`src/rtl/mux2x1_arbiter_pkg.sv`:
```
// Shared encodings for the 2:1 mux arbiter: FSM states and mux select values.
// The select values match the s input of the downstream mux2x1 datapath.
package mux2x1_arbiter_pkg;

    typedef enum logic [1:0] {
        ST_IDLE = 2'd0,
        ST_GNT0 = 2'd1,
        ST_GNT1 = 2'd2
    } arb_state_e;

    localparam logic SEL_A0 = 1'b0;
    localparam logic SEL_A1 = 1'b1;

    // Select value that routes requester idx through the mux.
    function automatic logic sel_for(input logic idx);
        return idx ? SEL_A1 : SEL_A0;
    endfunction

endpackage

```
`src/rtl/mux2x1_arbiter_stall_counter.sv`:
```
// Saturating stall counter for the arbiter's forced-release timeout.
// hit flags the stall cycle in which the count reaches MAX.
module stall_counter
    import mux2x1_arbiter_pkg::*;
#(
    parameter int unsigned MAX = 4
) (
    input  logic clk,
    input  logic rst,
    input  logic clr,
    input  logic inc,
    output logic hit
);

    localparam int unsigned CW = $clog2(MAX + 1);
    localparam logic [CW-1:0] MAX_C  = CW'(MAX);
    localparam logic [CW-1:0] LAST_C = CW'(MAX - 1);

    logic [CW-1:0] cnt_q;
    logic [CW-1:0] cnt_d;

    always_comb begin
        cnt_d = cnt_q;
        if (clr) begin
            cnt_d = '0;
        end else if (inc && (cnt_q != MAX_C)) begin
            cnt_d = cnt_q + 1'b1;
        end
    end

    // hit must not look at clr: clr is derived from the arbiter's next state,
    // which itself depends on hit.
    assign hit = inc && (cnt_q >= LAST_C);

    always_ff @(posedge clk) begin
        if (rst) begin
            cnt_q <= '0;
        end else begin
            cnt_q <= cnt_d;
        end
    end

endmodule

```
`src/rtl/mux2x1_arbiter.sv`:
```
// Round-robin, packet-locking arbiter driving the select of a 2:1 datapath mux.
// The grant is held from a requester's first beat until its last beat transfers.
module mux2x1_arbiter
    import mux2x1_arbiter_pkg::*;
#(
    parameter logic        PRIO_INIT = 1'b0,
    parameter int unsigned TIMEOUT   = 0
) (
    input  logic       clk,
    input  logic       rst,
    input  logic       req0,
    input  logic       last0,
    input  logic       req1,
    input  logic       last1,
    input  logic       ready_in,
    output logic       gnt0,
    output logic       gnt1,
    output logic       rdy0,
    output logic       rdy1,
    output logic       valid_out,
    output logic       s,
    output logic       timeout,
    output logic [1:0] dbg_state,
    output logic       dbg_ptr
);

    // Handshake: reqN is the requester's valid for its current beat and
    // rdyN is the ready back to it. A beat transfers in any cycle where
    // reqN & rdyN are both high; req may drop between beats without
    // losing the grant, and lastN is only meaningful while reqN is high.

    arb_state_e state_q, state_d;
    logic       ptr_q, ptr_d;
    logic       s_q, s_d;
    logic       gnt0_q, gnt0_d;
    logic       gnt1_q, gnt1_d;
    logic       timeout_q, timeout_d;
    logic       xfer0, xfer1;
    logic       stall_hit;

    assign xfer0 = gnt0_q && req0 && ready_in;
    assign xfer1 = gnt1_q && req1 && ready_in;

    generate
        if (TIMEOUT > 0) begin : g_stall
            logic stall_clr;
            logic stall_inc;

            assign stall_inc = (gnt0_q || gnt1_q) && !(xfer0 || xfer1);
            assign stall_clr = (state_q == ST_IDLE) || xfer0 || xfer1
                               || (state_d != state_q);

            stall_counter #(
                .MAX (TIMEOUT)
            ) u_stall_counter (
                .clk (clk),
                .rst (rst),
                .clr (stall_clr),
                .inc (stall_inc),
                .hit (stall_hit)
            );
        end else begin : g_no_stall
            assign stall_hit = 1'b0;
        end
    endgenerate

    always_comb begin
        state_d   = state_q;
        ptr_d     = ptr_q;
        timeout_d = 1'b0;
        case (state_q)
            ST_IDLE: begin
                if (req0 && req1) begin
                    state_d = ptr_q ? ST_GNT1 : ST_GNT0;
                end else if (req0) begin
                    state_d = ST_GNT0;
                end else if (req1) begin
                    state_d = ST_GNT1;
                end
            end
            ST_GNT0: begin
                // A forced release behaves exactly like a last-beat transfer.
                if ((xfer0 && last0) || stall_hit) begin
                    ptr_d     = 1'b1;
                    timeout_d = stall_hit;
                    state_d   = req1 ? ST_GNT1 : ST_IDLE;
                end
            end
            ST_GNT1: begin
                if ((xfer1 && last1) || stall_hit) begin
                    ptr_d     = 1'b0;
                    timeout_d = stall_hit;
                    state_d   = req0 ? ST_GNT0 : ST_IDLE;
                end
            end
            default: begin
                state_d = ST_IDLE;
            end
        endcase
    end

    always_comb begin
        gnt0_d = (state_d == ST_GNT0);
        gnt1_d = (state_d == ST_GNT1);
        s_d    = s_q;
        if (state_d == ST_GNT0) begin
            s_d = sel_for(1'b0);
        end else if (state_d == ST_GNT1) begin
            s_d = sel_for(1'b1);
        end
    end

    always_ff @(posedge clk) begin
        if (rst) begin
            state_q   <= ST_IDLE;
            ptr_q     <= PRIO_INIT;
            s_q       <= SEL_A0;
            gnt0_q    <= 1'b0;
            gnt1_q    <= 1'b0;
            timeout_q <= 1'b0;
        end else begin
            state_q   <= state_d;
            ptr_q     <= ptr_d;
            s_q       <= s_d;
            gnt0_q    <= gnt0_d;
            gnt1_q    <= gnt1_d;
            timeout_q <= timeout_d;
        end
    end

    assign gnt0      = gnt0_q;
    assign gnt1      = gnt1_q;
    assign rdy0      = gnt0_q && ready_in;
    assign rdy1      = gnt1_q && ready_in;
    assign valid_out = (gnt0_q && req0) || (gnt1_q && req1);
    assign s         = s_q;
    assign timeout   = timeout_q;
    assign dbg_state = state_q;
    assign dbg_ptr   = ptr_q;

endmodule
```
`config.mk`:
```
export PLATFORM = sky130hd
export DESIGN_NAME = mux2x1_arbiter
export DESIGN_NICKNAME = d
export VERILOG_FILES = /design/src/rtl/mux2x1_arbiter_pkg.sv /design/src/rtl/mux2x1_arbiter_stall_counter.sv /design/src/rtl/mux2x1_arbiter.sv
export SDC_FILE = /design/constraint.sdc
export NUM_CORES = 1
export LEC_CHECK = 0
export ABC_CLOCK_PERIOD_IN_PS = 1300
export CAP_MARGIN = 0
export CORE_AREA = 3 3 40 42
export CTS_CLUSTER_DIAMETER = 150
export CTS_CLUSTER_SIZE = 16
export DETAILED_ROUTE_END_ITERATION = 10
export DIE_AREA = 0 0 43 45
export GPL_ROUTABILITY_DRIVEN = 0
export GPL_TIMING_DRIVEN = 0
export PLACE_DENSITY = 0.58
export REMOVE_ABC_BUFFERS = 1
export SLEW_MARGIN = 20
export SYNTH_ARGS = -nofsm -noshare
export SYNTH_HDL_FRONTEND = slang
export SYNTH_HIERARCHICAL = 1
export SYNTH_SLANG_ARGS = --single-unit
```
`constraint.sdc`:
```
create_clock -name clk -period 1.3 [get_ports clk]
set_input_delay 0.26 -clock clk [delete_from_list [all_inputs] [get_ports clk]]
set_output_delay 0.26 -clock clk [all_outputs]
set_load 0.02 [all_outputs]
```
==> results of run 1 <==
## worst paths after layout
| path | end | slack, ns | cells after the start |
|---|---|---|---|
| worst min-delay path | s | 0.49 | 1 |
| worst max-delay path | dbg_state[0] | 0.05 | 1 |
| worst max register to register | s | 0.16 | 4 |
| worst min register to register | s | 0.49 | 1 |
## timing repair
item	in CTS	in global routing
gates resized for setup	23	5
hold buffers	0	0
setup endpoints to repair	10	11
pin swaps	2	2
## layer usage
layer / GRT usage, % / wire length [µm]
met4: 7.23 / 0
met1: 10.9 / 326
met2: 10.8 / 321
met3: 1.20 / 26
met5: 0 / 0
## worst reg2reg max path, cell delays in order, from the launching register on
cell     delay, ns
dfxtp_1       0.35
nand4_1       0.17
a21oi_2       0.22
a21oi_2       0.09
o211a_1       0.20
## cells in the final DEF, fill, tap and decap left out
master	count
and2_1	5
dfxtp_1	5
dlygate4sd2_1	5
inv_1	4
a21oi_2	4
clkbuf_4	3
clkdlybuf4s50_1	3
a21oi_1	2
a211oi_1	2
o21ai_0	2
dlymetal6s2s_1	2
buf_4	2
a22o_1	1
nor2b_2	1
o21ai_1	1
nand4_1	1
and4_1	1
nor3_1	1
o211a_1	1
conb_1	1
dfxtp_2	1
clkdlybuf4s15_2	1
buf_2	1
clkdlybuf4s15_1	1
## cells by family (layout without fill, tap and decap cells)
family | count (synthesis) | after routing | share of synthesized area (%)
AOI/OAI and AO/OA | 13 | 13 | 30.4
buffers and inverters | 5 | 22 | 7.59
DFF | 6 | 6 | 40.5
other | 1 | 1 | 1.26
and+or+nand+nor | 9 | 9 | 20.3
## power by group
| group | switching (W) | internal [W] | total, W |
|---|---|---|---|
| combinational | 0.000101 | 0.0000838 | 0.000185 |
| sequential | 0.0000261 | 0.000210 | 0.000236 |
| clock | 0.0000588 | 0.000104 | 0.000163 |
| total | 0.000186 | 0.000398 | 0.000584 |
## metrics by stage
stage	cell area [µm²]	worst slack, ns
3_3_place_gp	458	-0.470
6_report	475	0.0528
5_1_grt	475	0.000574
2_1_floorplan	289	0.112
4_1_cts	464	-0.0175
3_5_place_dp	458	-0.463
## flip-flops by register name, summed over array words and instances (netlist names)
| signal | count |
|---|---|
| gnt1 | 1 |
| dbg_state | 2 |
| dbg_ptr | 1 |
| gnt0 | 1 |
| s | 1 |
## area by class of cell
class / count / area, µm² / share of cell area [%]
clock buffers: 3 / 22.5 / 4.74
inverters: 4 / 15.0 / 3.16
multi-input cells: 23 / 158 / 33.2
flip-flops and latches: 6 / 121 / 25.5
well taps: 15 / 18.8 / 3.95
repair buffers: 15 / 140 / 29.5
==> results.md, run 1 <==
- Area growth from synthesis to layout: 60.3%
- Post-Syn Instances: 34
- Routed wire length per instance: 10.2 µm
- Initial Util: 23.1%
- Clk_lat worst skew: 0.24 ns
- Tot Pwr: 0.000584 W
- Final hold viol count: 0
- Clock Path Buffers: 2
- Nature of the critical path startpoint: flip-flop
- Routed vias: 292
- Routed wire length: 673 µm
- Antenna violations before repair: 0
- Clk_skew: 0.00167 ns
- Arrival time at the worst endpoint: 0.99 ns
- Setup crit end kind: output pin
- DIE AREA: 1940 µm²
- Critical Path Fanout Max: 5
- Biggest cell delay along the critical path: 0.40 ns
- Slowest-stage cell, CP: dfxtp_1
- Pwr Density: 1230 nW/µm²
- CTS clk-pin slew, worst paths: 0.04 ns
- FP Rows: 13
- Max-cap viol count: 0
- Cell Area, Synth: 297 µm²
- Clock sinks: 6
- Gr ovfl total: 0
- Share of cells above drive strength 1: 25.5%
- Top cell family by delay on the critical path: flip-flops
- Initial DRC count: 4
- Yosys reg bits: 6
- Synth top area share: 40.5%
- Main synth FF type: dfxtp_1
- Nets: 60
- Placed cell count: 63
- Ranking of synthesized cells by area: dfxtp_1 (41%), and2_1 (11%), a21oi_2 (8.9%)
- Post-CTS setup buffer count: 0
- TNS Setup: 0 ns
- HP Class: reg2reg
- Max frequency: 0.802 GHz
- Core area: 1280 µm²
- Core Util, Final: 37.0%
- Critical path class: reg2out
- Tmin final: 1.25 ns
- Cell Chain, Critical Path: dlygate4sd2_1
- Async set-or-reset flop fraction in the synthesized netlist: 0%
- 1st-pass router iterations: 3
- Die W: 43 µm
- Mean Syn Cell Area: 8.72 µm²
- Seq/Total Area, Yosys: 40.5%
- Total CTS buffers: 3
- Final HPWL DP: 548 µm
- Syn. warnings: 6
- Peak VDD IR: 510 µV
- LEAKAGE: 0.233 nW
- CTS tree: built
- Hold Slack: 0.492 ns
- Setup-failing EPs final: 0
- Vias in the first global route: 296
- First-pass GRT wire length: 1160 µm
- Via density: 4.42
- Root Driver: clkbuf_4
- Gr usage total: 8.01%
- Antenna-violating nets left: 0
- Required time worst endpoint: 1.04 ns
- Status: complete, no violations
- Most numerous cell in the Yosys netlist: dfxtp_1
- Hold path start: s
- Synth area leader: dfxtp_1
- # diodes: 0
- DRC: 0
- Fin cells: 66
- Fillers: 136
- Beginning of the worst register-to-register path: gnt1
- Port bufs: 15
- CP startpoint: dbg_state[0]
- Period utilization: 95.9%
- Synth top cells by count: dfxtp_1 (6), and2_1 (5), inv_1 (4)
- Number of H-tree levels: 1
- RSZ-0062 raised after global routing: no
- Critical path buffers and inverters: 1
- Synth cell types: 16
- Pin count of the biggest net entering global routing: 8
- Die height: 45 µm
- I/O pin total: 17
- Number of synthesized flops with an enable pin: 0
- Slew Limit Fails: 0
Note: power is estimated with default switching activity, not from simulation.
==> inputs of run 2 (changes only) <==
- CORE_AREA: 3 3 40 42 -> 4 4 41 43
- DIE_AREA: 0 0 43 45 -> 0 0 45 47
==> results.md, run 2 (synthesis gave the netlist of run 1 again) <==
- Antenna-violating nets left: 0
- 1st-pass router iterations: 2
- LEAKAGE: 0.238 nW
- GRT busiest layer: met2
- Arrival time at the worst endpoint: 0.99 ns
- I/O pin total: 17
- Gr usage total: 6.88%
- Number of H-tree levels: 1
- Setup WS pre-CTS: -0.459 ns
- Max FFs per register: 2
- Max frequency: 0.802 GHz
- Routed wire length per instance: 10.2 µm
- Slowest-stage cell, CP: dfxtp_1
- Biggest cell delay along the critical path: 0.39 ns
- Port bufs: 15
- Share of cells above drive strength 1: 26.9%
- CTS clk-pin slew, worst paths: 0.04 ns
- Nature of the critical path startpoint: flip-flop
- Hold Slack: 0.493 ns
- Core area: 1300 µm²
- Setup ws final: 0.0526 ns
- Met2 GRT Util: 9.32%
- Area growth from synthesis to layout: 62.9%
- HP Class: reg2reg
- Peak VDD IR: 478 µV
- Via density: 4.31
- Critical Path Fanout Max: 5
- Gr ovfl total: 0
- Setup crit end kind: output pin
- Die W: 45 µm
- Routed wire length: 686 µm
- DIE AREA: 2120 µm²
- Tmin final: 1.25 ns
- Clock sinks: 6
- RSZ-0062 raised after global routing: no
- Core Util, Final: 37.1%
- GRT met3 Usage: 1.15%
- Cell Chain, Critical Path: dlygate4sd2_1
- Initial Util: 22.8%
- Final hold viol count: 0
- Critical path class: reg2out
- # diodes: 0
- Clk_skew: 0.00150 ns
- Top cell family by delay on the critical path: flip-flops
- Pwr Density: 1220 nW/µm²
- Critical path buffers and inverters: 1
- Status: complete, no violations
- Cts hold-fix bufs: 0
- Total CTS buffers: 3
- Root Driver: clkbuf_4
- Period utilization: 96.0%
- CTS tree: built
- First-pass GRT wire length: 993 µm
- Fillers: 157
- Vias in the first global route: 271
- Clock Path Buffers: 2
- DRC: 0
- Setup-failing EPs final: 0
- Met1 global-route usage: 8.20%
- Max-cap viol count: 0
- Initial DRC count: 1
- Antenna violations before repair: 0
- FP Rows: 13
- Commonest non-fill, non-tap cells in the layout: and2_1 (5), dfxtp_1 (5), dlygate4sd2_1 (5), inv_1 (4), a21oi_2 (4)
- Routed vias: 289
- Pin count of the biggest net entering global routing: 8
- Clk_lat worst skew: 0.24 ns
- Required time worst endpoint: 1.04 ns
- Tot Pwr: 0.000588 W
- Slew Limit Fails: 0
- Die height: 47 µm
- Final HPWL DP: 544 µm
- Nets: 61
## run 2: cell types whose count changed in the layout (fill, tap and decap cells not counted), sizes merged
cell  previous run  this run
buf              3         4
## run 2: worst paths after layout
kind                start      end  slack, ns  depth (start not counted)
setup / recovery  dbg_ptr  dbg_ptr       0.05                          1
hold / removal          s        s       0.49                          1
setup reg to reg     gnt1  dbg_ptr       0.17                          5
hold reg to reg         s        s       0.49                          1
## run 2: metal layers
metal / part of all wire [%] / wire length [µm] / up-vias
li1: - / - / 153
met1: 45 / 312 / 126
met2: 47 / 322 / 10
met3: 7.4 / 51 / 0
met4: 0 / 0 / 0
met5: 0 / 0 / -
## run 2: power breakdown
group / switching (W) / internal (W)
logic: 0.000101 / 0.0000851
clock network: 0.0000613 / 0.000104
registers: 0.0000264 / 0.000210
## run 2: final cells by class
type | instances | area [µm²] | area share, %
inverter | 4 | 15.0 | 3.11
multi-input combinational | 23 | 158 | 32.6
tap | 15 | 18.8 | 3.89
timing repair buffer | 16 | 148 | 30.6
clock buffer | 3 | 22.5 | 4.66
sequential | 6 | 121 | 25.1
## run 2: stage by stage
step / setup TNS [ns] / cell area, µm² / instances
after floorplan: 0 / 289 / 33
after global placement: -2.61 / 458 / 63
after detailed placement: -2.57 / 458 / 63
after CTS: -0.00914 / 464 / 66
after global routing: 0 / 483 / 67
final: 0 / 483 / 67
## run 2: timing repair
| item | 4_1_cts | 5_1_grt |
|---|---|---|
| setup buffers | 0 | 1 |
| endpoints found under the setup margin | 10 | 8 |
| gates resized for setup | 23 | 5 |
| pin swaps | 1 | 3 |
